`src/rtl/btb_predictor.sv`:
```
// Direct-mapped branch target buffer with per-entry saturating direction counters
// and a sequenced flush that walks every entry clearing its valid bit.
module btb_predictor #(
  parameter int unsigned ENTRIES  = 32,
  parameter int unsigned XLEN     = 32,
  parameter int unsigned CTR_BITS = 2
) (
  input  logic            clk,
  input  logic            rst,
  input  logic [XLEN-1:0] fpc,
  output logic [XLEN-1:0] next_pc,
  output logic            pred_taken,
  output logic            hit,
  input  logic            upd_valid,
  input  logic [XLEN-1:0] upd_pc,
  input  logic [XLEN-1:0] upd_target,
  input  logic            upd_taken,
  input  logic            flush_req,
  output logic            busy
);

  localparam int unsigned IDX = $clog2(ENTRIES);
  localparam int unsigned TAG = XLEN - 2 - IDX;
  localparam logic [CTR_BITS-1:0] CTR_WT  = CTR_BITS'(1) << (CTR_BITS - 1);
  localparam logic [CTR_BITS-1:0] CTR_WNT = CTR_WT - CTR_BITS'(1);
  localparam logic [CTR_BITS-1:0] CTR_MAX = '1;
  localparam logic [CTR_BITS-1:0] CTR_MIN = '0;

  typedef enum logic {S_IDLE, S_FLUSH} state_e;

  state_e              state_q, state_d;
  logic [IDX-1:0]      ptr_q, ptr_d;
  logic                valid_q  [ENTRIES];
  logic                valid_d  [ENTRIES];
  logic [TAG-1:0]      tag_q    [ENTRIES];
  logic [TAG-1:0]      tag_d    [ENTRIES];
  logic [XLEN-1:0]     target_q [ENTRIES];
  logic [XLEN-1:0]     target_d [ENTRIES];
  logic [CTR_BITS-1:0] ctr_q    [ENTRIES];
  logic [CTR_BITS-1:0] ctr_d    [ENTRIES];

  logic [IDX-1:0] f_idx, u_idx;
  logic [TAG-1:0] f_tag, u_tag;
  logic           u_hit;
  logic           unused_pc_lsbs;

  assign f_idx = fpc[IDX+1:2];
  assign f_tag = fpc[XLEN-1:IDX+2];
  assign u_idx = upd_pc[IDX+1:2];
  assign u_tag = upd_pc[XLEN-1:IDX+2];
  assign unused_pc_lsbs = ^{fpc[1:0], upd_pc[1:0]};

  assign busy = (state_q == S_FLUSH);

  // Zero-latency lookup; no bypass from a same-cycle update.
  always_comb begin
    hit        = !busy && valid_q[f_idx] && (tag_q[f_idx] == f_tag);
    pred_taken = hit && ctr_q[f_idx][CTR_BITS-1];
    next_pc    = pred_taken ? target_q[f_idx] : fpc + XLEN'(4);
  end

  assign u_hit = valid_q[u_idx] && (tag_q[u_idx] == u_tag);

  // Flush sequencing plus training/allocation from execute.
  always_comb begin
    state_d  = state_q;
    ptr_d    = ptr_q;
    valid_d  = valid_q;
    tag_d    = tag_q;
    target_d = target_q;
    ctr_d    = ctr_q;

    if (state_q == S_IDLE) begin
      if (flush_req) begin
        state_d = S_FLUSH;
        ptr_d   = '0;
      end
    end else begin
      valid_d[ptr_q] = 1'b0;
      ptr_d          = ptr_q + IDX'(1);
      if (ptr_q == IDX'(ENTRIES - 1)) state_d = S_IDLE;
    end

    if (upd_valid && state_q == S_IDLE) begin
      if (u_hit) begin
        if (upd_taken) begin
          target_d[u_idx] = upd_target;
          if (ctr_q[u_idx] != CTR_MAX) ctr_d[u_idx] = ctr_q[u_idx] + CTR_BITS'(1);
        end else if (ctr_q[u_idx] != CTR_MIN) begin
          ctr_d[u_idx] = ctr_q[u_idx] - CTR_BITS'(1);
        end
      end else if (upd_taken) begin
        valid_d[u_idx]  = 1'b1;
        tag_d[u_idx]    = u_tag;
        target_d[u_idx] = upd_target;
        ctr_d[u_idx]    = CTR_WT;
      end
    end
  end

  always_ff @(posedge clk or posedge rst) begin
    if (rst) begin
      state_q <= S_IDLE;
      ptr_q   <= '0;
      for (int i = 0; i < ENTRIES; i++) begin
        valid_q[i]  <= 1'b0;
        tag_q[i]    <= '0;
        target_q[i] <= '0;
        ctr_q[i]    <= CTR_WNT;
      end
    end else begin
      state_q  <= state_d;
      ptr_q    <= ptr_d;
      valid_q  <= valid_d;
      tag_q    <= tag_d;
      target_q <= target_d;
      ctr_q    <= ctr_d;
    end
  end

endmodule
```
`config.mk`:
```
export PLATFORM = sky130hd
export DESIGN_NAME = btb_predictor
export DESIGN_NICKNAME = d
export VERILOG_FILES = /design/src/rtl/btb_predictor.sv
export SDC_FILE = /design/constraint.sdc
export NUM_CORES = 2
export LEC_CHECK = 0
export BUFFER_PORTS_ARGS = -buffer_cell sky130_fd_sc_hd__buf_2
export CAP_MARGIN = 20
export CORE_UTILIZATION = 49
export CTS_BUF_LIST = sky130_fd_sc_hd__clkbuf_8 sky130_fd_sc_hd__clkbuf_16
export CTS_CLUSTER_DIAMETER = 200
export DETAILED_ROUTE_END_ITERATION = 8
export PLACE_DENSITY = 0.76
export REMOVE_ABC_BUFFERS = 1
export SKIP_LAST_GASP = 1
export SYNTH_ARGS = -nofsm -noshare
export SYNTH_HDL_FRONTEND = slang
export SYNTH_SLANG_ARGS = --single-unit
```
`constraint.sdc`:
```
create_clock -name clk -period 69 [get_ports clk]
set_clock_uncertainty 0.2 [all_clocks]
set_input_delay 6.9 -clock clk [delete_from_list [all_inputs] [get_ports clk]]
set_output_delay 6.9 -clock clk [all_outputs]
set_load 0.1 [all_outputs]
```
Word-level counts from Yosys, hierarchy flattened
Index checks and enable logic that the tools add are counted.
{"block": "word_totals", "output_inout_bits": 35, "word_cells": 220, "regBits": 1926, "input_bits": 101}
{"block": "op_classes", "eq_ne": 5, "reduce_logical": 15, "n_addsub": 4, "n_mux": 50, "bitwise_logic": 11, "n_lt_le_gt_ge": 5}
{"op": "$bwmux 1024", "count": 1}
{"op": "$bwmux 800", "count": 1}
{"op": "$mux 64", "count": 5}
{"op": "$mux 32", "count": 8}
{"op": "$bmux 25 s5", "count": 2}
{"op": "$bmux 32 s5", "count": 1}
{"op": "$demux 32 s5", "count": 1}
{"op": "$bwmux 64", "count": 2}
{"op": "$demux 25 s5", "count": 1}
{"op": "$mux 25", "count": 5}
{"op": "$and 32x32->32", "count": 2}
{"op": "$not 32->32", "count": 2}
{"op": "$or 32x32->32", "count": 2}
{"op": "$eq 25x25->1", "count": 2}
{"op": "$add 32x3->32 const B", "count": 1}
{"op": "$bmux 2 s5", "count": 2}
{"op": "$ge 6x6->1 const B", "count": 3}
{"op": "$not 5->6", "count": 3}
{"op": "$lt 6x1->1 const B", "count": 2}
{"op": "$bmux 1 s5", "count": 2}
{"op": "$demux 1 s5", "count": 2}
{"op": "$demux 2 s5", "count": 1}
{"op": "$mux 2", "count": 5}
{"op": "$mux 5", "count": 2}
{"op": "14 further kinds", "count": 32}

Logic depth before layout (Yosys ltp)
{"block": "depth", "word_depth": 12, "ltp_mapped": 18}

Worst setup path after synthesis
No wires, ideal clock.
{"block": "synth_path", "path_kind": "input -> output", "start": "in fpc[2]", "end": "out next_pc[24]", "stages": 14, "path_slack_ns": 49.621, "arrival_time_ns": 12.279, "cell_sequence": "buf_6 buf_6 buf_4 buf_4 buf_4 buf_4 mux2i_1 o221ai_1 a211o_1 a21o_1 a2111o_1 nor2_1 nor4b_4 mux2i_1"}
{"block": "synth_via", "elab_chain_cells": 8, "elab_cells_between_ends": 19, "cone_classes": "add/sub: 1; eq/ne: 1; mux: 13; bitwise: 1; reduce/logical: 3"}
{"element": "start, declared", "line": "10", "source": "input logic [XLEN-1:0] fpc,"}
{"element": "$not 5->6 (implied by the code) (*)", "line": "57, 58"}
{"element": "$bmux 25 s5 / $bmux 1 s5 (equally long branches)", "line": "57", "source": "hit = !busy && valid_q[f_idx] && (tag_q[f_idx] == f_tag);"}
{"element": "$mux 25 (implied by the code) / $mux 1 (equally long branches) (2 in a row)", "line": "57"}
{"element": "$eq 25x25->1 / $logic_and 1x1->1 (equally long branches)", "line": "57"}
{"element": "$logic_and 1x1->1", "line": "57"}
{"element": "$logic_and 1x1->1 (*)", "line": "58", "source": "pred_taken = hit && ctr_q[f_idx][CTR_BITS-1];"}
{"element": "named net pred_taken", "line": "12", "source": "output logic pred_taken,"}
{"element": "$mux 32 (*)", "line": "59", "source": "next_pc = pred_taken ? target_q[f_idx] : fpc + XLEN'(4);"}
{"element": "end, declared", "line": "11", "source": "output logic [XLEN-1:0] next_pc,"}
The timed path passes the listed nets; every way through them passes the cells marked *. The select of a mux whose other input is x is not followed.

Worst setup path after layout
{"block": "layout_path", "start": "in fpc[2]", "end": "out next_pc[26]"}
{"block": "layout_via", "elab_chain_cells": 8, "elab_cells_between_ends": 19, "cone_classes": "add/sub: 1; eq/ne: 1; mux: 13; bitwise: 1; reduce/logical: 3"}
{"element": "$not 5->6 (implied by the code)", "line": "57, 58, 59"}
{"element": "$bmux 25 s5 / $bmux 1 s5 (equally long branches)", "line": "57"}
{"element": "$mux 25 (implied by the code) / $mux 1 (equally long branches) (2 in a row)", "line": "57"}
{"element": "$eq 25x25->1 / $logic_and 1x1->1 (equally long branches)", "line": "57"}
{"element": "$logic_and 1x1->1", "line": "57"}
{"element": "$logic_and 1x1->1", "line": "58"}
{"element": "$mux 32 (*)", "line": "59"}
Mark *: on every way between the ends. The rest lies on a longest branch, timed or not. The select of a mux whose other input is x is not followed.

==> impl_table.tex <==
\begin{tabular}{lr}
\hline
Metric & Value \\
\hline
\multicolumn{2}{l}{\textbf{Yosys}} \\
Syn Inst Count & about 7,200 \\
Dominant synthesized flop cell & sky130\_fd\_sc\_hd\_\_dfrtp\_1 \\
Part of the Yosys area used for sequential elements & 49.74\% \\
Fraction of synthesis flops using an asynchronous set or reset pin & 100.0\% \\
Warnings, synthesis & 0 \\
Mapped Avg Cell Area & $\sim$13 um\^{}2 \\
Library cell with the largest summed area after synthesis & sky130\_fd\_sc\_hd\_\_dfrtp\_1 \\
Netlist area before placement & 0.09698 mm\^{}2 \\
Top cells by area in the synthesized netlist & sky130\_fd\_sc\_hd\_\_dfrtp\_1 49\%, sky130\_fd\_sc\_hd\_\_mux2\_2 17\%, sky130\_fd\_sc\_hd\_\_mux4\_2 12\%, sky130\_fd\_sc\_hd\_\_mux2i\_1 5.4\%, sky130\_fd\_sc\_hd\_\_nand2\_1 4.1\% \\
Proportion of netlist area held by the largest area contributor & 48.87\% \\
Flop and latch count out of synthesis & $\sim$1,900 \\
Number of enable-type register cells in the synthesized netlist & 0 \\
Number of unique standard cell types used by synthesis & 85 \\
\multicolumn{2}{l}{\textbf{Drt}} \\
Via total after detailed routing & 66,206 \\
Via-per-instance ratio & 6.740 \\
Post-DR wirelength/cell & roughly 32 um \\
DRT Pass-1 Iters & 6 \\
Initial DRC count & around 9,600 \\
Final antenna-violating net count & 0 \\
Final routed DRC violation total & 0 \\
Total wire length & between 300,000 and 400,000 um \\
\multicolumn{2}{l}{\textbf{STA}} \\
Worst Hold Margin & 0.2733 ns \\
Setup TNS after final layout & 0 ns \\
Final count of negative-setup-slack endpoints & 0 \\
Shortest period the worst path allows & 21.45 ns \\
Normalized max-slew margin & 21.31\% \\
RSZ-0062 raised after global routing & false \\
Pin slew with the least headroom to its limit & 1.176 ns \\
Maximum operating frequency & 46.63 MHz \\
Period utilization & a little under a third \\
Total count of hold-check failures in the final report & 0 \\
Max-slew violations & 0 \\
Setup slack after layout & approximately 48 ns \\
\multicolumn{2}{l}{\textbf{Global route}} \\
Number of global-route vias before repair & 67,716 \\
Maximum number of pins on one net before global-route repair & 207 \\
Combined global-route utilization of all metal layers & about a third \\
Global-route wire length before repair & about 460,000 um \\
Initial antenna violation count & 44 \\
Remaining global-route overflow & 0 \\
\multicolumn{2}{l}{\textbf{Critical path}} \\
Category of the worst setup path capture point & output port \\
Critical path launch point & fpc[2] \\
Required time of the critical path & 61.90 ns \\
Number of cells traversed by the worst register-to-register path & 10 \\
Critical path class & in2out \\
Highest net fanout along the worst path & 65 \\
Worst flop-to-flop path startpoint & tag\_q[111]\$\_DFFE\_PP0P\_ \\
Worst endpoint data arrival time & $\sim$14 ns \\
Setup crit start kind & primary input \\
\multicolumn{2}{l}{\textbf{Flow run}} \\
Max-cap violations & 0 \\
\multicolumn{2}{l}{\textbf{Place}} \\
Last weighted congestion value of the routability-driven placer & 0.9041 \\
Quantity of I/O buffers inserted on ports & roughly 130 \\
HPWL reported at the end of detailed placement & 172,800 um \\
Worst slack, placed & between 40 and 50 ns \\
\multicolumn{2}{l}{\textbf{Power}} \\
Worst VDD drop & 0.02356 mV \\
Power per cell area & 24.85 mW/mm\^{}2 \\
Lkg Pwr & 0.05094 uW \\
\multicolumn{2}{l}{\textbf{Clock tree}} \\
Clock tree from TritonCTS & yes \\
Cts-stage hold buffer count & 0 \\
\# resized after CTS & 0 \\
Clock Latency Late Sink & between 0.8 and 0.9 ns \\
Register clock-pin slew on the reported worst setup and hold paths & 0.06 ns \\
Number of clock sinks & a little under 2,000 \\
Root buffer selected by CTS & sky130\_fd\_sc\_hd\_\_clkbuf\_16 \\
Number of setup buffers added after CTS & 0 \\
Max Root-Sink Buffers & 3 \\
Level count of the clock H-tree & 4 \\
CTS buffer count & 187 \\
\multicolumn{2}{l}{\textbf{Floorplan}} \\
Number of core rows & 162 \\
Die area & around 0.2 mm\^{}2 \\
Die width & about 450 um \\
Initial standard-cell utilization of the core & between 40\% and 50\% \\
Die H & between 400 and 500 um \\
CORE AREA & a little under 0.2 mm\^{}2 \\
Top Ports & 136 \\
\multicolumn{2}{l}{\textbf{Min path}} \\
Min-Delay Path Depth & 2 \\
Hold Startpoint & target\_q[953]\$\_DFFE\_PP0P\_ \\
Min-Delay Path Class & reg2reg \\
\multicolumn{2}{l}{\textbf{Outcome}} \\
Result of the run & completed \\
\multicolumn{2}{l}{\textbf{Layout}} \\
Share of post-route cells with drive strength above 1 & a little under two fifths \\
Layout Area Growth over Synthesis & 8.978\% \\
Finished Core Util & 53.98\% \\
Count of nets after finishing & about 7,000 \\
Filler cell count & about 16,000 \\
\hline
\end{tabular}
synthesized netlist by cell type (all sizes together) (27+ instances only):
master	instances
nand3	39
mux4	522
nand2	1094
dfrtp	1894
nor2	66
nor4	55
mux2i	526
buf	276
o22ai	198
nand4	27
a21oi	34
o21ai	52
clkbuf	378
a22oi	46
mux2	1580
o221ai	31
dfstp	32
and3	28
critical path: stages:
cell and delay (ns):
sky130_fd_sc_hd__buf_8 0.51, sky130_fd_sc_hd__buf_4 0.78, sky130_fd_sc_hd__buf_4 0.69, sky130_fd_sc_hd__buf_4 0.79, sky130_fd_sc_hd__buf_4 0.78, sky130_fd_sc_hd__and2_1 0.39, sky130_fd_sc_hd__a22oi_1 0.16, sky130_fd_sc_hd__a311oi_1 0.35
sky130_fd_sc_hd__or4_1 0.17, sky130_fd_sc_hd__nand4_1 0.20, sky130_fd_sc_hd__nor2_1 0.18, sky130_fd_sc_hd__nand4_1 0.20, sky130_fd_sc_hd__nor4b_4 0.76, sky130_fd_sc_hd__mux2i_1 0.75, sky130_fd_sc_hd__buf_2 0.56
per-stage QoR:
step / total power (uW) / area [um^2] / std cells
after floorplan: 1461 / 93680 / 6552
after global placement: 1558 / 99090 / 9446
after detailed placement: 1576 / 99090 / 9446
after CTS: 2622 / 105500 / 9786
after global routing: 2701 / 105700 / 9815
final: 2626 / 105700 / 9823
metal layers:
layer	share of wire [%]	up-vias	track usage [%]
met1	37	34579	40.59
met3	11	1136	8.510
met2	45	4322	46.74
met5	0.029	-	0
li1	-	26155	-
met4	6.8	14	20.06
cells in the final DEF (no fill, tap or decap), types with 23 or more instances in the layout:
cell type and instances:
sky130_fd_sc_hd__mux2_2 1485, sky130_fd_sc_hd__o221ai_1 31, sky130_fd_sc_hd__buf_2 130, sky130_fd_sc_hd__a22o_1 23
sky130_fd_sc_hd__clkbuf_8 57, sky130_fd_sc_hd__dfrtp_1 1894, sky130_fd_sc_hd__mux2_1 94, sky130_fd_sc_hd__dfstp_2 32
sky130_fd_sc_hd__and3_1 28, sky130_fd_sc_hd__nand2_1 1052, sky130_fd_sc_hd__o21ai_0 52, sky130_fd_sc_hd__nor2_4 27
sky130_fd_sc_hd__inv_1 62, sky130_fd_sc_hd__mux4_2 522, sky130_fd_sc_hd__o22ai_1 198, sky130_fd_sc_hd__a22oi_1 46
sky130_fd_sc_hd__mux2i_1 526, sky130_fd_sc_hd__nor2_1 38, sky130_fd_sc_hd__nand4_1 26, sky130_fd_sc_hd__nand3_1 33
sky130_fd_sc_hd__diode_2 29, sky130_fd_sc_hd__nor4_1 52, sky130_fd_sc_hd__a21oi_1 34, sky130_fd_sc_hd__clkbuf_16 188
sky130_fd_sc_hd__buf_4 132
where the power goes:
| part | internal [uW] | switching (uW) |
|---|---|---|
| Sequential | 1210 | 56.4 |
| Clock | 597 | 463 |
| Combinational | 131 | 167 |
logic make-up (layout without fill, tap and decap cells):
logic type | Yosys count | count (layout) | share of synthesized area (%)
simple gates | 1445 | 1445 | 6.933
fa+ha+maj | 8 | 8 | 0.1032
other cells | 0 | 29 | 0
xor+xnor | 37 | 37 | 0.3341
mux | 2628 | 2628 | 35.90
compound gates | 491 | 491 | 3.519
buf+inv | 671 | 635 | 3.472
flops | 1926 | 1926 | 49.74
path summary, 6_finish.rpt:
kind                                                   to  slack, ns
worst max-delay path                          next_pc[26]      47.55
worst min-delay path            target_q[953]$_DFFE_PP0P_       0.27
worst max register to register     tag_q[572]$_DFFE_PP0P_      63.08
worst min register to register  target_q[953]$_DFFE_PP0P_       0.27
max in group asynchronous       target_q[878]$_DFFE_PP0P_      57.96
min in group asynchronous          tag_q[386]$_DFFE_PP0P_       6.05
cell type report:
class,count,area (um^2),share of cell area [%]
Antenna cell,29,72.57,0.06866
Multi-Input combinational cell,4609,45690,43.23
Inverter,17,78.83,0.07458
Sequential cell,1926,48240,45.64
Timing Repair Buffer,278,1963,1.857
Tap cell,2624,3283,3.106
Clock inverter,95,878.3,0.8311
Clock buffer,245,5489,5.194
flip-flops by register name, indices dropped and copies added, names as in the netlist:
| register | flops |
|---|---|
| target_q | 1024 |
| ptr_q | 5 |
| busy | 1 |
| valid_q | 32 |
| tag_q | 800 |
| ctr_q | 64 |
Power figures use the tool's default switching activity.
